==> src/rtl/f_pkg.sv <==
`default_nettype none
// ============================================================================
// Module      : f_pkg
// Description : Shared definitions for the P5 fetch sequencer: FSM state
//               encoding, default instruction-space geometry, NOP value.
// Revision    : 1.0 - initial release
// ============================================================================
package f_pkg;

    typedef enum logic [2:0] {
        S_IDLE  = 3'd0,
        S_READY = 3'd1,
        S_WAIT  = 3'd2,
        S_HOLD  = 3'd3,
        S_ERR   = 3'd4
    } state_e;

    localparam logic [31:0] F_RESET_PC   = 32'h0000_3000;
    localparam int unsigned F_IMEM_WORDS = 4096;
    localparam logic [31:0] F_NOP        = 32'h0000_0000;

endpackage : f_pkg
`default_nettype wire

==> src/rtl/f_pc_check.sv <==
`default_nettype none
// ============================================================================
// Module      : f_pc_check
// Description : Combinational legality check of a fetch PC: word aligned and
//               inside [RESET_PC, RESET_PC + 4*IMEM_WORDS).
// Revision    : 1.0 - initial release
// ============================================================================
module f_pc_check #(
    parameter logic [31:0] RESET_PC   = 32'h0000_3000,
    parameter int unsigned IMEM_WORDS = 4096
) (
    input  logic [31:0] pc_i,
    output logic        legal_o
);

    // Bounds carried in 33 bits so the upper limit cannot wrap past 2^32.
    localparam logic [32:0] LO_BOUND = {1'b0, RESET_PC};
    localparam logic [32:0] HI_BOUND = {1'b0, RESET_PC} + (33'(IMEM_WORDS) << 2);

    logic [32:0] pc_ext;

    // Alignment and range test against the instruction space.
    always_comb begin
        pc_ext  = {1'b0, pc_i};
        legal_o = (pc_i[1:0] == 2'b00) && (pc_ext >= LO_BOUND) && (pc_ext < HI_BOUND);
    end

endmodule : f_pc_check
`default_nettype wire

==> src/rtl/f_fetch_ctrl.sv <==
`default_nettype none
// ============================================================================
// Module      : f_fetch_ctrl
// Description : Fetch sequencer. Owns the fetch PC, runs req/ack to a
//               variable-latency instruction memory, buffers one instruction
//               for F/D, handles D backpressure, redirects with delay slot,
//               and raises address-error placeholders for illegal PCs.
// Revision    : 1.0 - initial release
// ============================================================================
module f_fetch_ctrl
    import f_pkg::*;
#(
    parameter logic [31:0] RESET_PC   = F_RESET_PC,
    parameter int unsigned IMEM_WORDS = F_IMEM_WORDS
) (
    input  logic        clk,
    input  logic        rst_n,
    input  logic        stall_i,
    input  logic        redirect_i,
    input  logic [31:0] redirect_pc_i,
    output logic        imem_req_o,
    output logic [31:0] imem_addr_o,
    input  logic        imem_ack_i,
    input  logic [31:0] imem_rdata_i,
    output logic        f_valid_o,
    output logic [31:0] f_pc_o,
    output logic [31:0] f_instr_o,
    output logic        exc_adel_o
);

    state_e      state_q, state_d;
    logic [31:0] pc_q, pc_d;
    // Request address; frozen while a dropped transaction is still in flight
    // so the memory sees a stable address even though pc already holds the
    // redirect target.
    logic [31:0] addr_q, addr_d;
    logic        drop_q, drop_d;
    logic [31:0] skid_instr_q, skid_instr_d;
    logic [31:0] skid_pc_q, skid_pc_d;
    logic        fv_q, fv_d;
    logic [31:0] fpc_q, fpc_d;
    logic [31:0] finstr_q, finstr_d;
    logic        fexc_q, fexc_d;

    logic        pc_legal;
    logic        next_legal;
    logic [31:0] pc_plus4;
    logic        consume;
    logic        slot_free;
    logic        redir_acc;

    assign pc_plus4  = pc_q + 32'd4;
    assign consume   = fv_q && !stall_i;
    assign slot_free = !fv_q || !stall_i;
    assign redir_acc = redirect_i && consume;

    f_pc_check #(.RESET_PC(RESET_PC), .IMEM_WORDS(IMEM_WORDS)) u_chk_pc (
        .pc_i    (pc_q),
        .legal_o (pc_legal)
    );

    f_pc_check #(.RESET_PC(RESET_PC), .IMEM_WORDS(IMEM_WORDS)) u_chk_next (
        .pc_i    (pc_plus4),
        .legal_o (next_legal)
    );

    // State register.
    always_ff @(posedge clk or negedge rst_n) begin
        if (!rst_n) state_q <= S_IDLE;
        else        state_q <= state_d;
    end

    // Next-state and datapath update; an accepted redirect overrides all else.
    always_comb begin
        state_d      = state_q;
        pc_d         = pc_q;
        drop_d       = drop_q;
        skid_instr_d = skid_instr_q;
        skid_pc_d    = skid_pc_q;
        fv_d         = fv_q;
        fpc_d        = fpc_q;
        finstr_d     = finstr_q;
        fexc_d       = fexc_q;

        if (consume) begin
            fv_d   = 1'b0;
            fexc_d = 1'b0;
        end

        if (redir_acc) begin
            // The consumed entry is the delay slot; nothing refills the buffer.
            pc_d         = redirect_pc_i;
            skid_instr_d = F_NOP;
            skid_pc_d    = 32'h0;
            if (state_q == S_WAIT && !imem_ack_i) begin
                drop_d = 1'b1;
            end else begin
                state_d = S_READY;
                if (state_q == S_WAIT) drop_d = 1'b0;
            end
        end else begin
            case (state_q)
                S_IDLE: state_d = S_READY;
                S_READY: begin
                    if (!pc_legal && slot_free) begin
                        fv_d     = 1'b1;
                        fpc_d    = pc_q;
                        finstr_d = F_NOP;
                        fexc_d   = 1'b1;
                        state_d  = S_ERR;
                    end else if (pc_legal) begin
                        state_d = S_WAIT;
                    end
                end
                S_WAIT: begin
                    if (imem_ack_i) begin
                        if (drop_q) begin
                            drop_d  = 1'b0;
                            state_d = S_READY;
                        end else if (slot_free) begin
                            fv_d     = 1'b1;
                            fpc_d    = pc_q;
                            finstr_d = imem_rdata_i;
                            fexc_d   = 1'b0;
                            pc_d     = pc_plus4;
                            state_d  = next_legal ? S_WAIT : S_READY;
                        end else begin
                            skid_instr_d = imem_rdata_i;
                            skid_pc_d    = pc_q;
                            pc_d         = pc_plus4;
                            state_d      = S_HOLD;
                        end
                    end
                end
                S_HOLD: begin
                    if (consume) begin
                        fv_d     = 1'b1;
                        fpc_d    = skid_pc_q;
                        finstr_d = skid_instr_q;
                        fexc_d   = 1'b0;
                        state_d  = S_READY;
                    end
                end
                S_ERR:   state_d = S_ERR;
                default: state_d = S_IDLE;
            endcase
        end

        addr_d = drop_d ? addr_q : pc_d;
    end

    // Datapath registers: PC, request address, drop flag, skid and buffer.
    always_ff @(posedge clk or negedge rst_n) begin
        if (!rst_n) begin
            pc_q         <= RESET_PC;
            addr_q       <= RESET_PC;
            drop_q       <= 1'b0;
            skid_instr_q <= F_NOP;
            skid_pc_q    <= 32'h0;
            fv_q         <= 1'b0;
            fpc_q        <= 32'h0;
            finstr_q     <= 32'h0;
            fexc_q       <= 1'b0;
        end else begin
            pc_q         <= pc_d;
            addr_q       <= addr_d;
            drop_q       <= drop_d;
            skid_instr_q <= skid_instr_d;
            skid_pc_q    <= skid_pc_d;
            fv_q         <= fv_d;
            fpc_q        <= fpc_d;
            finstr_q     <= finstr_d;
            fexc_q       <= fexc_d;
        end
    end

    // Output decode: the request is a pure function of the registered state.
    always_comb begin
        imem_req_o  = (state_q == S_WAIT);
        imem_addr_o = addr_q;
        f_valid_o   = fv_q;
        f_pc_o      = fpc_q;
        f_instr_o   = finstr_q;
        exc_adel_o  = fexc_q;
    end

endmodule : f_fetch_ctrl
`default_nettype wire

==> config.mk <==
export PLATFORM = sky130hd
export DESIGN_NAME = f_fetch_ctrl
export DESIGN_NICKNAME = d
export VERILOG_FILES = /design/src/rtl/f_pkg.sv /design/src/rtl/f_pc_check.sv /design/src/rtl/f_fetch_ctrl.sv
export SDC_FILE = /design/constraint.sdc
export NUM_CORES = 1
export LEC_CHECK = 0
export ABC_AREA = 1
export BUFFER_PORTS_ARGS = -buffer_cell sky130_fd_sc_hd__buf_2
export CAP_MARGIN = 20
export CORE_UTILIZATION = 35
export CTS_BUF_LIST = sky130_fd_sc_hd__clkbuf_4 sky130_fd_sc_hd__clkbuf_8
export DETAILED_ROUTE_END_ITERATION = 10
export SLEW_MARGIN = 5
export SYNTH_ARGS = -nofsm -noshare
export SYNTH_HDL_FRONTEND = slang
export SYNTH_HIERARCHICAL = 1
export SYNTH_SLANG_ARGS = --single-unit
==> constraint.sdc <==
create_clock -name clk -period 2.3 [get_ports clk]
set_input_delay 0.345 -clock clk [delete_from_list [all_inputs] [get_ports clk]]
set_output_delay 0.345 -clock clk [all_outputs]
set_load 0.01 [all_outputs]
* Yosys cells after proc, flatten, opt, wreduce, memory -nomap -nowiden
Cells that the tools add are included.
W data, S select, Z words.
** Storage, ports and cells
- Output and inout bits :: 99
- Bits of input ports :: 69
- Flip-flop bits (word level) :: 198
- Logic and storage cells :: 110
** Cells by class
- Eq/ne operators :: 15
- Reductions and logical operators :: 22
- Bitwise gates (word level) :: 1
- Muxes and demuxes :: 57
- Magnitude comparators :: 4
- $add $sub $neg :: 1
** Operators with widths (count)
- $mux W32 :: 24
- $pmux W32 S3 :: 2
- $ge A32 B14 Y1 const B :: 2
- $lt A32 B15 Y1 const B :: 2
- $add A32 B3 Y32 const B :: 1
- $mux W1 :: 19
- $mux W3 :: 6
- $pmux W3 S5 :: 1
- $logic_and A1 B1 Y1 :: 8
- $ne A2 B1 Y1 const B :: 4
- $ne A2 B2 Y1 const B :: 4
- $reduce_and A4 Y1 :: 2
- $reduce_and A7 Y1 :: 1
- $eq A3 B2 Y1 const B :: 2
- $mux W2 :: 3
- $pmux W1 S3 :: 2
- $logic_not A1 Y1 :: 4
- $logic_not A2 Y1 :: 2
- $ne A4 B4 Y1 const B :: 1
- $reduce_bool A2 Y1 :: 2
- $eq A3 B1 Y1 const B :: 1
- $eq A3 B3 Y1 const B :: 1
- $logic_not A3 Y1 :: 1
- $ne A3 B1 Y1 const B :: 1
- 4 further kinds :: 4

* Depth between registers and ports, before layout
- Depth in word-level cells :: 10
- Gate-level depth with buffers :: 15
- Depth with buffers taken out :: 15

* By module
Netlist, hierarchy kept.
** By module, submodules not included
- f_fetch_ctrl :: area an instance 9693.0 um^2, cells each 1227, instances 1
- f_pc_check :: area an instance 86.3 um^2, cells each 22, instances 2

* Least setup slack after synthesis
No wires, ideal clock.
- Kind :: register to register
- From :: register pc_q[3]
- To :: register state_q[1]
- Arrival :: 2.211 ns
- Period minus slack after synthesis :: 2.307 ns
- Cell stages (with the launch flop) :: 16
- Data required time :: 2.205 ns
- Path buffers :: 0
- Path slack :: -0.007 ns
- Cells stage by stage :: dfrtp_1 ha_1 nand2_1 nor2_1 nand2_1 nor2_1 nand2_1 xor2_1 nor2_1 nand2_1 nor2_1 nand2_1 nor2_1 o21ai_0 o21a_1 o31ai_1
** On the way
- Longest elaborated chain between the ends :: 10
- Elaborated cells between the ends (all ways) :: 20
** RTL lines
- start: declaration :: RTL line f_fetch_ctrl.sv:32 : logic [31:0] pc_q, pc_d;
- start signal: assignment :: RTL line f_fetch_ctrl.sv:165 : pc_q <= pc_d;
- $add A32 B3 Y32 * :: RTL line f_fetch_ctrl.sv:52 : assign pc_plus4 = pc_q + 32'd4;
- net pc_plus4[20] :: RTL line f_fetch_ctrl.sv:47 : logic [31:0] pc_plus4;
- $ge A32 B14 Y1 :: RTL line f_pc_check.sv:25 : legal_o = (pc_i[1:0] == 2'b00) && (pc_ext >= LO_BOUND) && (pc_ext < HI_BOUND);
- $logic_and A1 B1 Y1 :: RTL line f_pc_check.sv:25
- $logic_and A1 B1 Y1 * :: RTL line f_pc_check.sv:25
- net next_legal :: RTL line f_fetch_ctrl.sv:46 : logic next_legal;
- $mux W2 * :: RTL line f_fetch_ctrl.sv:126 : state_d = next_legal ? S_WAIT : S_READY;
- $mux W2 * :: RTL line f_fetch_ctrl.sv:120 : end else if (slot_free) begin
- $mux W2 * :: RTL line f_fetch_ctrl.sv:117 : if (drop_q) begin
- $mux W3 * :: RTL line f_fetch_ctrl.sv:116 : if (imem_ack_i) begin
- $pmux W3 S5 * :: RTL line f_fetch_ctrl.sv:102 : case (state_q)
- $mux W3 * :: RTL line f_fetch_ctrl.sv:90 : if (redir_acc) begin
- end signal: assignment :: RTL line f_fetch_ctrl.sv:70 : else state_q <= state_d;
- end: declaration :: RTL line f_fetch_ctrl.sv:31 : state_e state_q, state_d;
Mark *: on every way through the listed nets, which the timed path passes. The rest lies on a longest branch. The select of a mux whose other input is x is not followed.
A chain may end at the register's enable or synchronous reset.

* Final worst setup path
- From :: register pc_q[2]
- To :: register state_q[0]
Same word-level chain as after synthesis.

==> flow_summary.yaml <==
cells_and_area:
  drive_above_1_share_pct: 28.1
  final_area_um2: 12600
  seqCellArea_um2: 4970
  nets: 1562
  diodes: 0
  final_cells: 1877
  area_growth_pct: 28.4
  fill_cells: 2765
  multi_input_area_um2: 4450
power:
  leakagePower_nw: 6.35
  ir_worst_vdd_mv: 0.511
  powerDensity_nw_per_um2: 1350
die:
  die-width_um: 169
  coreArea_um2: 27300
  rows: 60
  start_util_pct: 36.0
  chipHeight_um: 169
  ios: 168
  dieArea_um2: 28700
global_routing:
  overflow: 0
  grt_use_met2_pct: 31.7
  grt_pass1_vias: 8701
  groute.usage.overall_pct: 22.2
  grt_max_degree: 68
  grt_pass1_wl_mm: 49.1
  busiest_layer: "met1"
  use_met3_pct: 3.45
  use_met1_pct: 34.2
  grt_antenna_before_repair: 0
critical_path:
  critPathCaptureType: "register"
  worstSetupPathType: "reg2reg"
  cp.required_ns: 2.66
  arrival_ns: 2.65
  rrSetupSlack_ns: 0.01
  critPathLaunchType: "register"
  reg2reg_from: "pc_q[2]$_DFF_PN0_"
  timing.rr.end: "state_q[0]$_DFFE_PN0P_"
  crit_fanout: 4
  reg2regPathDepth: 15
synth:
  synth_area_um2: 9810
  yosysWarnings: 6
  synth_fp_nets: 1332
  syn_area_per_cell_um2: 7.77
  syn_inst: 1262
sta:
  worst_slack_ns: 0.0100
  final_min_period_over_clock_period_pct: 99.6
  slew_headroom_pct: 55.8
  tightest_slew_ns: 0.656
  timing.hold.ws_ns: 0.0888
  final-hold-violation-count: 0
  finalSetupViolCount: 0
  slew_violations: 0
  period_minus_slack_ns: 2.29
  skew_ns: 0.0329
  rsz0062_at_grt: "yes"
  timing.fmax_mhz: 437
clock_tree:
  clk-insertion-delay-late_ns: 0.50
  numCtsBuffers: 17
  ctsHtreeMaxLevel: 4
  cts_tree: "yes"
  clock-root-buffer: "clkbuf_8"
  clock_sinks: 198
  clk_pin_slew_worst_paths_ns: 0.12
  clk_path_buf_depth: 2
route:
  wl_per_cell_um: 16.9
  drt_iter0_drc: 970
  drc: 0
  wirelength_mm: 31.8
  vias: 9334
  drt_pass1_iterations: 5
  antenna_left: 0
  drt-vias-per-instance: 4.97
hold_path:
  hp-start: "redirect_pc_i[1]"
  min_path_type: "in2reg"
  hold_depth: 3
  whs_endpoint: "pc_q[1]$_DFF_PN0_"
placement:
  post-place-cells: 1829
  routabilityCongestion: 0.932
  io_buffers: 167
  hpwl_mm: 23.0
  preCtsSetupSlack_ns: -0.229
  place_area_um2: 11600
status:
  status: "completed"
flow_run:
  max_cap_viol_count: 0
worst max-delay path, stage by stage, from the launching register on:
cell,delay (ns)
dfrtp_1,0.43
buf_4,0.14
inv_1,0.07
nor2_4,0.17
nand2_2,0.10
nor2_4,0.15
nand2_2,0.06
xor2_1,0.16
nor2_1,0.12
nand2_1,0.05
nor2_1,0.11
nand2_1,0.07
nor2_2,0.14
nand4_1,0.15
a21oi_2,0.17
a22oi_1,0.08
flip-flops by register name, indices dropped and copies added, names as in the netlist:
| register | cells |
|---|---|
| f_instr_o | 32 |
| f_pc_o | 32 |
| imem_addr_o | 32 |
| pc_q | 32 |
| skid_instr_q | 32 |
| skid_pc_q | 32 |
| state_q | 3 |
| drop_q | 1 |
| exc_adel_o | 1 |
| f_valid_o | 1 |
per-stage QoR:
step | power [mW] | setup TNS [ns] | util [%]
2_1_floorplan | 10.5 | 0 | -
3_3_place_gp | 13.6 | -5.50 | 42.6
3_5_place_dp | 13.7 | -4.78 | 42.6
4_1_cts | 16.2 | -0.0120 | 44.7
5_1_grt | 18.4 | -1.60 | 46.2
6_report | 17.0 | 0 | 46.2
layout make-up:
cell class	instances	share of cell area, %
sequential	198	39.5
clock buffer	17	1.86
clock inverter	15	1.54
inverter	113	3.37
tap	372	3.70
multi-input combinational	889	35.3
timing repair buffer	273	14.8
routing by layer:
| metal | up-vias | routed length, um |
|---|---|---|
| met4 | 0 | 557 |
| met5 | - | 0 |
| li1 | 4549 | - |
| met2 | 347 | 13500 |
| met1 | 4401 | 15900 |
| met3 | 37 | 1870 |
power breakdown:
part	leakage, nW	internal (mW)	switching (mW)
registers	2.49	4.98	1.04
logic	3.65	3.35	5.24
clock network	0.212	0.858	1.53
worst max path at each step:
stage,endpoint,start,slack (ns)
finish,state_q[0]$_DFFE_PN0P_,pc_q[2]$_DFF_PN0_,0.01
global route,state_q[1]$_DFFE_PN0P_,pc_q[3]$_DFF_PN0_,-0.15
CTS,state_q[1]$_DFFE_PN0P_,pc_q[13]$_DFF_PN1_,-0.01
detailed placement,state_q[1]$_DFFE_PN0P_,pc_q[2]$_DFF_PN0_,-0.23
global placement,state_q[1]$_DFFE_PN0P_,pc_q[2]$_DFF_PN0_,-0.19
floorplan,state_q[1]$_DFFE_PN0P_,pc_q[3]$_DFF_PN0_,0.03
layout by cell type, fill, tap and decap left out, drive strengths merged, types with 21 or more instances in the layout:
cell    count
nand2     381
buf       268
dfrtp     194
nor2      148
nand3     124
inv       120
o21ai      71
a21oi      67
a22oi      33
clkbuf     21
what timing repair did:
item                                    4_1_cts  5_1_grt
endpoints found under the hold margin        38        0
setup buffers                                 3        9
gates cloned                                  0        3
resized for setup                            39       76
pin swaps                                     6       19
endpoints found under the setup margin       66       70
hold buffers                                  1        0
(Power assumes the default switching activity.)
